--- src/rtl/nvme_perf_pkg.sv ---
// Shared register map and snapshot FSM encoding for the perf-counter snapshot reader.
package nvme_perf_pkg;

   localparam logic [11:0] CtrlAddr     = 12'h000;
   localparam logic [11:0] IntervalAddr = 12'h008;
   localparam logic [11:0] SeqAddr      = 12'h010;
   localparam logic [11:0] CtrBase      = 12'h100;
   localparam logic [11:0] CtrStride    = 12'h020;
   localparam logic [11:0] SumOff       = 12'h000;
   localparam logic [11:0] CompleteOff  = 12'h008;
   localparam logic [11:0] ActiveOff    = 12'h010;

   typedef enum logic [1:0] {
      StIdle,
      StCapt,
      StDone
   } snap_state_e;

endpackage

--- src/rtl/nvme_perf_interval_timer.sv ---
// Free-running snapshot interval timer: counts 0..interval-1 and pulses o_expire on the last count.
module nvme_perf_interval_timer (
   input  logic        clk,
   input  logic        reset,
   input  logic        i_wr_en,
   input  logic [31:0] i_wdata,
   output logic [31:0] o_interval,
   output logic        o_expire
);

   logic [31:0] r_interval;
   logic [31:0] r_count;
   logic        w_expire;

   assign w_expire   = (r_interval != 32'd0) && (r_count == r_interval - 32'd1);
   assign o_expire   = w_expire;
   assign o_interval = r_interval;

   // A write both reprograms the period and restarts counting from zero.
   always_ff @(posedge clk or posedge reset) begin
      if (reset) begin
         r_interval <= 32'd0;
         r_count    <= 32'd0;
      end else if (i_wr_en) begin
         r_interval <= i_wdata;
         r_count    <= 32'd0;
      end else if (w_expire) begin
         r_count <= 32'd0;
      end else if (r_interval != 32'd0) begin
         r_count <= r_count + 32'd1;
      end
   end

endmodule

--- src/rtl/nvme_perf_snapshot.sv ---
// Atomically samples the perf-counter bank, clears the interval sums, and serves frozen copies over MMIO.
module nvme_perf_snapshot
   import nvme_perf_pkg::*;
#(
   parameter int unsigned NumCtrs     = 4,
   parameter int unsigned SumWidth    = 64,
   parameter int unsigned ActiveWidth = 10
) (
   input  logic                            clk,
   input  logic                            reset,
   input  logic [NumCtrs*ActiveWidth-1:0]  i_ctr_active,
   input  logic [NumCtrs*SumWidth-1:0]     i_ctr_complete,
   input  logic [NumCtrs*SumWidth-1:0]     i_ctr_sum,
   output logic                            o_ctr_clr_sum,
   output logic                            o_ctr_clr,
   input  logic                            i_mmio_req_valid,
   output logic                            o_mmio_req_ready,
   input  logic                            i_mmio_req_wr,
   input  logic [11:0]                     i_mmio_req_addr,
   input  logic [63:0]                     i_mmio_req_wdata,
   output logic                            o_mmio_rsp_valid,
   output logic [63:0]                     o_mmio_rsp_data,
   output logic                            o_snap_busy
);

   snap_state_e             r_state;
   snap_state_e             w_state_nxt;
   logic                    r_snap_pend;
   logic                    r_clr_en;
   logic                    r_clr;
   logic [31:0]             r_seq;
   logic                    r_rsp_valid;
   logic [63:0]             r_rsp_data;
   logic [SumWidth-1:0]     r_snap_sum [NumCtrs];
   logic [SumWidth-1:0]     r_snap_cmp [NumCtrs];
   logic [ActiveWidth-1:0]  r_snap_act [NumCtrs];

   logic        w_accept;
   logic        w_wr;
   logic [11:0] w_word;
   logic        w_ctrl_wr;
   logic        w_int_wr;
   logic        w_snap_req;
   logic        w_expire;
   logic [31:0] w_interval;
   logic [63:0] w_rdata;
   logic        w_unused;

   assign w_word    = {i_mmio_req_addr[11:3], 3'b000};
   assign w_accept  = i_mmio_req_valid & o_mmio_req_ready;
   assign w_wr      = w_accept & i_mmio_req_wr;
   assign w_ctrl_wr = w_wr & (w_word == CtrlAddr);
   assign w_int_wr  = w_wr & (w_word == IntervalAddr);
   assign w_snap_req = (w_ctrl_wr & i_mmio_req_wdata[0]) | w_expire;
   assign w_unused  = ^{i_mmio_req_addr[2:0], i_mmio_req_wdata[63:32]};

   nvme_perf_interval_timer u_timer (
      .clk        (clk),
      .reset      (reset),
      .i_wr_en    (w_int_wr),
      .i_wdata    (i_mmio_req_wdata[31:0]),
      .o_interval (w_interval),
      .o_expire   (w_expire)
   );

   always_ff @(posedge clk or posedge reset) begin
      if (reset) r_state <= StIdle;
      else       r_state <= w_state_nxt;
   end

   always_comb begin
      w_state_nxt = r_state;
      case (r_state)
         StIdle:  if (r_snap_pend) w_state_nxt = StCapt;
         StCapt:  w_state_nxt = StDone;
         StDone:  w_state_nxt = StIdle;
         default: w_state_nxt = StIdle;
      endcase
   end

   always_comb begin
      o_ctr_clr_sum    = (r_state == StCapt) & r_clr_en;
      o_snap_busy      = (r_state != StIdle);
      o_mmio_req_ready = (r_state == StIdle) & ~r_snap_pend & ~r_rsp_valid;
   end

   // Leaving IDLE consumes the pending flag; a request in that same cycle re-arms it.
   always_ff @(posedge clk or posedge reset) begin
      if (reset) begin
         r_snap_pend <= 1'b0;
         r_clr_en    <= 1'b1;
         r_clr       <= 1'b0;
         r_seq       <= 32'd0;
         r_rsp_valid <= 1'b0;
         r_rsp_data  <= 64'd0;
         for (int unsigned i = 0; i < NumCtrs; i++) begin
            r_snap_sum[i] <= '0;
            r_snap_cmp[i] <= '0;
            r_snap_act[i] <= '0;
         end
      end else begin
         r_snap_pend <= (r_snap_pend & (r_state != StIdle)) | w_snap_req;
         r_clr       <= w_ctrl_wr & i_mmio_req_wdata[2];
         r_rsp_valid <= w_accept;
         r_rsp_data  <= (w_accept & ~i_mmio_req_wr) ? w_rdata : 64'd0;
         if (w_ctrl_wr) r_clr_en <= i_mmio_req_wdata[1];
         if (r_state == StCapt) begin
            r_seq <= r_seq + 32'd1;
            for (int unsigned i = 0; i < NumCtrs; i++) begin
               r_snap_sum[i] <= i_ctr_sum[i*SumWidth +: SumWidth];
               r_snap_cmp[i] <= i_ctr_complete[i*SumWidth +: SumWidth];
               r_snap_act[i] <= i_ctr_active[i*ActiveWidth +: ActiveWidth];
            end
         end
      end
   end

   always_comb begin
      w_rdata = 64'd0;
      if (w_word == CtrlAddr)     w_rdata = {62'd0, r_clr_en, 1'b0};
      if (w_word == IntervalAddr) w_rdata = {32'd0, w_interval};
      if (w_word == SeqAddr)      w_rdata = {32'd0, r_seq};
      for (int unsigned i = 0; i < NumCtrs; i++) begin
         if (w_word[11:5] == 7'(CtrBase[11:5] + i)) begin
            if (w_word[4:0] == SumOff[4:0])      w_rdata = 64'(r_snap_sum[i]);
            if (w_word[4:0] == CompleteOff[4:0]) w_rdata = 64'(r_snap_cmp[i]);
            if (w_word[4:0] == ActiveOff[4:0])   w_rdata = 64'(r_snap_act[i]);
         end
      end
   end

   assign o_ctr_clr        = r_clr;
   assign o_mmio_rsp_valid = r_rsp_valid;
   assign o_mmio_rsp_data  = r_rsp_data;

endmodule

--- config.mk ---
export PLATFORM = sky130hd
export DESIGN_NAME = nvme_perf_snapshot
export DESIGN_NICKNAME = d
export VERILOG_FILES = /design/src/rtl/nvme_perf_pkg.sv /design/src/rtl/nvme_perf_interval_timer.sv /design/src/rtl/nvme_perf_snapshot.sv
export SDC_FILE = /design/constraint.sdc
export NUM_CORES = 2
export LEC_CHECK = 0
export ABC_AREA = 1
export CORE_AREA = 3 3 270 272
export CTS_CLUSTER_SIZE = 10
export DETAILED_ROUTE_END_ITERATION = 8
export DIE_AREA = 0 0 273 275
export PLACE_DENSITY = 0.88
export SYNTH_ARGS = -nofsm -noshare
export SYNTH_HDL_FRONTEND = slang
export SYNTH_HIERARCHICAL = 1
export SYNTH_SLANG_ARGS = --single-unit
--- constraint.sdc ---
create_clock -name clk -period 38.2 [get_ports clk]
set_clock_uncertainty 0.1 [all_clocks]
set_input_delay 7.64 -clock clk [delete_from_list [all_inputs] [get_ports clk]]
set_output_delay 7.64 -clock clk [all_outputs]
set_load 0.03 [all_outputs]
==> flow_summary_export.csv <==
group,metric,value,unit
status,status,"finished, final reports clean",
timing,worstMarginPinSlew,1.162,ns
yosys,synth_area_per_cell,7.649,um^2
floorplan,core,71000,um^2
routing,route.detailed.drc,0,
grt,overflow,0,
timing,setup-tns-final,0,ns
yosys,synth-async-reset-ratio,1.000,
cts,cts.htree.levels,3,
place,routabilityCongestion,0.9798,
yosys,synth_edf_count,0,
cts,post_cts_resized,0,
pwr,p_leak,0.02106,uW
grt,track_usage,0.3616,
worst_setup_path,slowest_delay,0.62,ns
floorplan,start_util,0.4977,
cells_and_area,fillers,5932,
worst_setup_path,critPathCaptureType,"flip-flop",
timing,rsz0062_at_grt,"no",
cts,tritoncts,"yes",
floorplan,std_cell_rows,98,
floorplan,die-area,75080,um^2
yosys,netlist_area,35330,um^2
timing,finalCriticalPeriod,11.63,ns
yosys,ys_seq_area_frac,0.5086,
place,io_buffers,665,
routing,viasPerCell,5.725,
floorplan,die_h,275,um
routing,drtAntennaViolNets,0,
timing,setup-violations-final,0,
cells_and_area,syn2layout_area_growth,27.59,%
worst_setup_path,cp.required,38.67,ns
routing,wl_per_cell,22.70,um
timing,max_slew_margin,0.2256,
yosys,synthDistinctLibCells,56,
cts,cts_hold_buffers,0,
worst_setup_path,slowest_stage,"inv_2",
yosys,ys.flop_type,"dfrtp_1",
yosys,ys_warn_count,6,
routing,drt_iter0_drc,4826,
cts,cts-root-buf,"clkbuf_16",
grt,grt_pass1_wl,204500,um
yosys,synth_fp_nets,5254,
pwr,peakVddDrop,0.03244,mV
cts,cts_setup_buffers,0,
timing,maxSlewViolCount,0,
timing,max_freq,85.98,MHz
floorplan,die_w,273,um
cts,clk_latency,0.64,ns
place,dp_hpwl,98990,um
worst_setup_path,critPathLaunchType,"input port",
worst_setup_path,crit_type,"input port to flip-flop",
routing,first_pass_iters,6,
yosys,synthCells,4619,
routing,wl,140500,um
place,placed_cells,5999,
worst_setup_path,crit_fanout,74,
worst_setup_path,worstPathArrival,12.10,ns
worst_setup_path,path_cells,"buf_6 -> inv_2 -> nor2_4 -> buf_4 -> inv_2 -> nor2_8 -> nand2_1 -> o211ai_1 -> a21oi_1 -> a31oi_1 -> nor2_1 -> a21oi_1 -> o211a_1",
timing,hold_viol,0,
pwr,p_per_area,38.81,nW/um^2
cts,cts_buffer_depth,3,
cells_and_area,num-nets-final,5771,
job,drv_cap,0,
grt,grt_max_degree,206,
hold_path,hold_path.class,"flip-flop to flip-flop",
cts,cts_sinks,718,
cells_and_area,layout_commonest_cell,"nand2_1",
cells_and_area,drive_above_1_share,0.04219,
cells_and_area,most-common-layout-cells,"nand2_1 (1904), dfrtp_1 (717), clkdlybuf4s50_1 (663), o21ai_0 (459), inv_1 (334)",
timing,fin_crit_sh,0.3045,
routing,vias,35450,
yosys,ys_seq_elements,718,
worst_setup_path,cp_top_family,"buffers and inverters",
cts,clk_pin_slew,0.05,ns
floorplan,io_pins,701,
worst_setup_path,crit_buf_inv,4,
cells_and_area,stdcell_count,6191,
grt,grt_pass1_vias,33650,
cts,numCtsBuffers,85,
grt,antenna_found_initial,80,
-- final timing paths --
kind,startpoint,end,slack [ns],cells after the start
max,i_mmio_req_addr[4],o_mmio_rsp_data[15],26.57,13
min,r_snap_cmp[22],r_snap_cmp[22],0.37,2
max reg2reg,r_state[1],r_snap_sum[247],34.16,6
min reg2reg,r_snap_cmp[22],r_snap_cmp[22],0.37,2
max in group asynchronous,reset,r_snap_cmp[87],28.25,4
min in group asynchronous,reset,r_snap_sum[204],7.45,2
-- power by group --
part           switching, uW  leakage [uW]  internal [uW]  total, uW
logic                   96.4        0.0113           85.8        182
registers               22.7       0.00862            795        818
clock network            328       0.00119            422        750
-- sequential cells by signal, indices dropped and copies added (netlist names) --
signal	count
r_snap_pend	1
r_seq	32
u_timer/r_count	32
r_snap_cmp	256
o_mmio_rsp_data	64
r_state	2
u_timer/o_interval	32
r_snap_sum	256
o_mmio_rsp_valid	1
o_ctr_clr	1
r_snap_act	40
r_clr_en	1
-- cell families after synthesis --
| kind of cell | synth area share |
|---|---|
| xor+xnor | 0.01686 |
| buf+inv | 0.06867 |
| simple gates | 0.2686 |
| mux | 0.003506 |
| fa+ha+maj | 0.001063 |
| compound gates | 0.1328 |
| flops | 0.5086 |
-- layout make-up --
cell class | count | area (um^2) | share of cell area
sequential | 718 | 17970 | 0.3986
multi-input combinational | 3280 | 14970 | 0.3321
timing repair buffer | 701 | 6967 | 0.1545
clock buffer | 107 | 2260 | 0.05013
inverter | 350 | 1331 | 0.02953
tap | 950 | 1189 | 0.02637
clock inverter | 11 | 209.0 | 0.004635
antenna | 74 | 185.2 | 0.004108
-- synthesized netlist by cell type, drive strengths merged, types with 2 or more instances --
master	instances	area, um^2
inv	347	1303
a21oi	147	735.7
buf	50	280.3
dfrtp	717	17940
or2	11	68.82
o221a	3	33.78
a221oi	26	227.7
o21a	3	22.52
a22oi	12	90.09
ha	3	37.54
nor4	9	92.59
nor2	217	893.3
o22ai	34	212.7
clkbuf	221	832.1
a311oi	5	43.79
nand3b	3	22.52
nand4	27	168.9
o21ai	469	2351
a211oi	41	307.8
o211ai	42	315.3
xor2	54	473.0
nand3	131	670.6
a31oi	8	50.05
o211a	2	20.02
xnor2	14	122.6
clkinv	3	11.26
nand2	1911	7198
mux2	11	123.9
nor3	63	352.8
nor3b	2	15.01
a32o	8	80.08
o221ai	19	166.4
-- through the flow --
stage | setup slack [ns] | hold slack, ns | util | cell area (um^2) | total power (uW)
floorplan | 12.14 | 0.3342 | - | 35330 | 907.5
global placement | 26.17 | 0.3472 | 0.5976 | 42430 | 1002
detailed placement | 26.10 | 0.3510 | 0.5976 | 42430 | 1008
CTS | 26.79 | 0.3667 | 0.6324 | 44890 | 1750
global route | 26.43 | 0.3723 | 0.6345 | 45050 | 1806
finish | 26.57 | 0.3666 | 0.6350 | 45080 | 1749
-- routing by layer --
metal	vias up	wire length (um)	track usage
met2	2307	63320	0.5435
met5	-	100	0
met4	16	8517	0.2213
met3	456	15220	0.08442
li1	15860	-	-
met1	16800	53370	0.4765
-- worst register-to-register path, delay by kind of cell, from the launching register on --
| family | cells | cell delay, ns |
|---|---|---|
| AO/OA/AOI/OAI | 1 | 0.29 |
| buffers and inverters | 4 | 2.89 |
| flip-flops | 1 | 0.40 |
| AND/OR/NAND/NOR | 1 | 0.18 |
Note: power is estimated with default switching activity, not from simulation.
